## config.mk

```make
export PLATFORM = sky130hd
export DESIGN_NAME = phasor_sample_fifo
export DESIGN_NICKNAME = d
export VERILOG_FILES = /design/src/rtl/phasor_sample_fifo.sv
export SDC_FILE = /design/constraint.sdc
export NUM_CORES = 1
export LEC_CHECK = 0
export BUFFER_PORTS_ARGS = -buffer_cell sky130_fd_sc_hd__buf_4
export CORE_ASPECT_RATIO = 0.75
export CORE_MARGIN = 10
export CORE_UTILIZATION = 30
export CTS_CLUSTER_DIAMETER = 100
export CTS_CLUSTER_SIZE = 28
export DETAILED_ROUTE_END_ITERATION = 16
export SLEW_MARGIN = 0
export SYNTH_ARGS = -nofsm -noshare
export SYNTH_HDL_FRONTEND = slang
export SYNTH_SLANG_ARGS = --single-unit
```

## constraint.sdc

```tcl
create_clock -name clk -period 3.3 [get_ports clk]
set_input_delay 0.33 -clock clk [delete_from_list [all_inputs] [get_ports clk]]
set_output_delay 0.33 -clock clk [all_outputs]
set_load 0.03 [all_outputs]
```

## src/rtl/phasor_sample_fifo.sv

```systemverilog
// Sums two signed phasor outputs at a fixed sample rate, saturates to 20 bits,
// and buffers samples for the HPS, which reads them with a 4-phase req/ack handshake.
module phasor_sample_fifo #(
   parameter int SAMPLE_DIV = 1000,
   parameter int DEPTH      = 16,
   parameter int AW         = 4
) (
   input  logic          clk,
   input  logic          reset,
   input  logic          en,
   input  logic [19:0]   in0,
   input  logic [19:0]   in1,
   input  logic          rd_req,
   input  logic          clear_ovf,
   output logic [19:0]   rd_data,
   output logic          rd_ack,
   output logic [AW:0]   count,
   output logic          empty,
   output logic          full,
   output logic          overflow,
   output logic [15:0]   drop_count
);

   localparam int              DW       = $clog2(SAMPLE_DIV);
   localparam logic [DW-1:0]   DIV_LAST = DW'(SAMPLE_DIV - 1);
   localparam logic [AW:0]     DEPTH_C  = (AW+1)'(DEPTH);

   typedef enum logic {IDLE, ACK} state_t;

   logic [DW-1:0] div;
   logic          tick;
   logic [20:0]   s1;
   logic          s1_valid;
   logic [19:0]   sat;
   logic          push_ok;
   logic          drop;
   logic          pop;
   logic [AW-1:0] wr_ptr;
   logic [AW-1:0] rd_ptr;
   logic [19:0]   mem [DEPTH];
   logic          req_m;
   logic          req_s;
   state_t        state;
   state_t        state_nxt;

   assign tick = en && (div == DIV_LAST);

   always_ff @(posedge clk or negedge reset) begin
      if (!reset)
         div <= '0;
      else if (!en || tick)
         div <= '0;
      else
         div <= div + DW'(1);
   end

   always_ff @(posedge clk or negedge reset) begin
      if (!reset) begin
         s1       <= '0;
         s1_valid <= 1'b0;
      end else begin
         s1_valid <= tick;
         if (tick)
            s1 <= {in0[19], in0} + {in1[19], in1};
      end
   end

   // The 21-bit sum overflowed 20 bits exactly when its top two bits disagree.
   always_comb begin
      sat = s1[19:0];
      if (s1[20] != s1[19])
         sat = s1[20] ? 20'h80000 : 20'h7FFFF;
   end

   assign empty   = (count == '0);
   assign full    = (count == DEPTH_C);
   assign push_ok = s1_valid && !full;
   assign drop    = s1_valid && full;

   always_ff @(posedge clk) begin
      if (push_ok)
         mem[wr_ptr] <= sat;
   end

   always_ff @(posedge clk or negedge reset) begin
      if (!reset) begin
         wr_ptr  <= '0;
         rd_ptr  <= '0;
         count   <= '0;
         rd_data <= '0;
      end else begin
         if (push_ok)
            wr_ptr <= wr_ptr + AW'(1);
         if (pop) begin
            rd_ptr  <= rd_ptr + AW'(1);
            rd_data <= mem[rd_ptr];
         end
         case ({push_ok, pop})
            2'b10:   count <= count + (AW+1)'(1);
            2'b01:   count <= count - (AW+1)'(1);
            default: count <= count;
         endcase
      end
   end

   // A drop in the same cycle as clear_ovf restarts the tally at one.
   always_ff @(posedge clk or negedge reset) begin
      if (!reset) begin
         overflow   <= 1'b0;
         drop_count <= '0;
      end else if (drop) begin
         overflow <= 1'b1;
         if (clear_ovf)
            drop_count <= 16'd1;
         else if (drop_count != 16'hFFFF)
            drop_count <= drop_count + 16'd1;
      end else if (clear_ovf) begin
         overflow   <= 1'b0;
         drop_count <= '0;
      end
   end

   always_ff @(posedge clk or negedge reset) begin
      if (!reset) begin
         req_m <= 1'b0;
         req_s <= 1'b0;
      end else begin
         req_m <= rd_req;
         req_s <= req_m;
      end
   end

   always_ff @(posedge clk or negedge reset) begin
      if (!reset)
         state <= IDLE;
      else
         state <= state_nxt;
   end

   always_comb begin
      state_nxt = state;
      pop       = 1'b0;
      case (state)
         IDLE: begin
            if (req_s && !empty) begin
               pop       = 1'b1;
               state_nxt = ACK;
            end
         end
         ACK: begin
            if (!req_s)
               state_nxt = IDLE;
         end
         default: state_nxt = IDLE;
      endcase
   end

   assign rd_ack = (state == ACK);

endmodule

```

==> results.yml <==
outcome:
  status: "completed"
critical_path:
  critPathCaptureType: "flip-flop"
  crit_slowest_cell: "dfrtp_1"
  reg2reg_slack_ns: 0.48
  reg2reg_depth: 13
  critPathTopFamily: "simple AND/OR/NAND/NOR gates"
  path_cells: "nor4_2 -> nand2_1 -> and2_1 -> inv_1 -> ha_1 -> inv_1 -> fa_1 -> inv_1 -> a21o_1 -> a21oi_1 -> xnor2_1 -> nor2_1 -> xor2_1"
  arrival_ns: 3.29
  cp-start-kind: "flip-flop"
  worst-path-max-fanout: 9
  r2r_start: "count[1]$_DFFE_PN0P_"
  max_stage_delay_ns: 0.45
  crit_path_frequent_cell: "inv_1"
  crit_required_ns: 3.76
  worst-setup-path-type: "flip-flop to flip-flop"
  regToRegEndpoint: "count[4]$_DFFE_PN0P_"
  path_buf_inv: 3
floorplanning:
  row_count: 75
  start_util_pct: 30.3
  core_sq_um: 55800
  die_area_sq_um: 66400
  fp.dieW_microns: 294
  die_h_microns: 226
  io_pins: 90
power:
  p_comb_share_pct: 18.2
  seqPwrFrac_pct: 56.1
  pwr_density_cell_nw_per_um2: 529
  clkPwrFrac_pct: 25.7
  ir_worst_vdd_uv: 308
  internal_power_uw: 7480
  swShare_pct: 26.7
  p_sw_uw: 2730
  cellLeakagePower_uw: 0.00583
  report.power.total_uw: 10200
cells_and_area:
  area_growth_pct: 14.0
  antenna_cells: 0
  n_fill_cell: 5210
  fin_area_sq_um: 19300
  final_layout_size_suffix_gt1_share_pct: 26.9
  nets: 1139
global_route:
  grt_antenna_before_repair: 0
  track_usage_pct: 11.3
  grt_max_degree: 58
  grt-ovfl-total: 0
  met3_usage_pct: 2.36
  grt_pass1_vias: 9090
  grt.met2_usage_pct: 17.2
  grt_most_used_layer: "met2"
  grt_pass1_wl_mm: 58.0
  grtUsageMet1_pct: 16.6
sta:
  final.period_utilization_pct: 85.6
  rsz0062_at_grt: "no"
  worstMarginPinSlew_ns: 1.08
  skew_ns: 0.0209
  fin_setup_tns_ns: 0
  max_clock_freq_mhz: 354
  min_period_ns: 2.82
  final-max-slew-violation-count: 0
  hold_violations: 0
  slew_headroom_pct: 27.7
  setup_violations: 0
detailed_routing:
  final_antenna_net_count: 0
  drc: 0
  drt-pass1-iter-count: 4
  wl_mm: 37.9
  wl_per_cell_microns: 21.0
  vias_per_cell: 4.90
  vias: 8830
  drt-initial-drc-count: 712
cts:
  cts_resized: 0
  clkTransAtPathRegs_ns: 0.11
  clock_path_buffers: 3
  cts_tree: "built"
  cts_inserted_buffers: 18
  htreeDepth: 1
  clock-root-buffer: "clkbuf_16"
  cts_sinks: 405
  clock_latency_ns: 0.53
worst_hold_path:
  hp-start: "en"
  hold_path_end: "div[4]$_DFF_PN0_"
  hold_path_depth: 3
  hold_path.class: "primary input to flip-flop"
synth:
  synth.net_count: 1036
  synth-edff-count: 320
  synth_ff_type: "edfxtp_1"
  yosysMostFrequentCell: "edfxtp_1"
  synth_area_leader_cell: "edfxtp_1"
  synthXorXnorAreaFrac_pct: 2.07
  synthAdderAreaFrac_pct: 2.68
  synth_cell_types: 54
  ys_ff_latch: 405
  synthesis.area_sq_um: 16900
  synth_top_family_by_area: "multiplexers"
  synthArstFlopShare_pct: 21.0
  seq_area_frac_synth_pct: 69.3
  synthSimpleGateAreaFrac_pct: 4.99
  syn_inst: 956
  yosysWarnings: 0
  synth_compound_area_share_pct: 4.25
  synthMuxAreaShare_pct: 15.0
  synthTopCellsByCount: "edfxtp_1 (320), mux4_2 (100), dfrtp_1 (85), nand2_1 (53), nor2_1 (46)"
  synthTopCellsByArea: "edfxtp_1 (57%), mux4_2 (13%), dfrtp_1 (13%)"
  synth_top_area_share_pct: 56.8
  avgSynthCellArea_sq_um: 17.7
placed_design:
  place_area_sq_um: 18700
  globalplace.congestion: 0.793
  dp_hpwl_mm: 24.5
  port_buffers: 89
flow_run:
  maxCapViolations: 0
power by group through the flow:
stage	sequential, uW	clock (uW)	combinational [uW]
finish	5720	2630	1850
global route	5750	2910	2030
CTS	5730	2720	1910
detailed placement	5840	0	1900
global placement	5840	0	1890
floorplan	5750	0	1390
layout by cell type, fill, tap and decap left out, types with 3 or more instances in the layout:
cell,count
o21a_1,4
nor2_2,12
mux2i_1,5
xor2_1,24
clkbuf_16,19
nand4_1,14
ha_1,33
o21ai_0,27
or3_1,5
o31ai_1,4
clkbuf_1,11
a211o_1,3
a31oi_1,4
inv_1,22
a21oi_1,22
dfrtp_1,83
nor2_1,34
buf_4,113
nor3_1,11
nand3_1,15
xnor2_1,16
mux4_2,100
and3_1,9
a21o_1,25
edfxtp_1,320
nand2b_1,4
nor3_2,4
buf_12,9
nand2_1,53
mux2_2,21
o211ai_1,3
a211oi_1,4
and2_1,4
worst max path at each step:
stage	from	endpoint	slack, ns	cells past startpoint
2_1_floorplan	count[1]$_DFFE_PN0P_	count[4]$_DFFE_PN0P_	0.08	13
3_3_place_gp	count[1]$_DFFE_PN0P_	count[4]$_DFFE_PN0P_	0.56	13
3_5_place_dp	count[1]$_DFFE_PN0P_	count[4]$_DFFE_PN0P_	0.49	13
4_1_cts	count[1]$_DFFE_PN0P_	count[4]$_DFFE_PN0P_	0.45	13
5_1_grt	count[1]$_DFFE_PN0P_	count[4]$_DFFE_PN0P_	0.23	13
6_report	count[1]$_DFFE_PN0P_	count[4]$_DFFE_PN0P_	0.48	13
metrics by stage:
step / util, % / std cells / worst slack [ns] / hold slack, ns
floorplan: - / 956 / 0.0829 / 0.0344
global placement: 33.6 / 1768 / 0.559 / 0.346
detailed placement: 33.6 / 1768 / 0.485 / 0.345
CTS: 34.5 / 1802 / 0.448 / 0.0421
global route: 34.5 / 1802 / 0.232 / 0.0733
finish: 34.5 / 1802 / 0.476 / 0.0664
cell type report:
cell class	count	area, sq um	share of cell area (%)
clock inverters	2	17.5	0.0908
repair buffers	124	1050	5.44
flip-flops and latches	405	11700	60.9
well taps	731	915	4.74
inverters	23	86.3	0.448
multi-input cells	487	4960	25.7
clock buffers	30	517	2.68
state kept, by name, indices dropped and copies added, names as in the netlist:
register / count
s1: 21
mem: 320
div: 10
req_m: 1
overflow: 1
rd_ack: 1
s1_valid: 1
count: 5
drop_count: 16
wr_ptr: 4
rd_data: 20
rd_ptr: 4
req_s: 1
cells by family (layout without fill, tap and decap cells):
family,count (synthesis),after routing
AO/OA/AOI/OAI,110,110
XOR/XNOR,40,40
adder cells (fa/ha/maj),35,35
buffers and inverters,64,179
flip-flops,405,405
multiplexers,126,126
AND/OR/NAND/NOR,176,176
metal layers:
layer / wire (microns) / vias to the layer above
met5: 0 / -
met4: 512 / 0
met3: 2390 / 28
met2: 17200 / 243
met1: 17700 / 4602
li1: - / 3957
tightest hold or removal path: cells and delay by family:
family | cells | cell delay, ns
and+or+nand+nor | 1 | 0.10
buffers and inverters | 2 | 0.14
repair_timing:
item                                   in CTS  in global routing
endpoints found under the hold margin      56                  0
hold buffers                                2                  0
buffers inserted                            0                  0
Note: power is estimated with default switching activity, not from simulation.
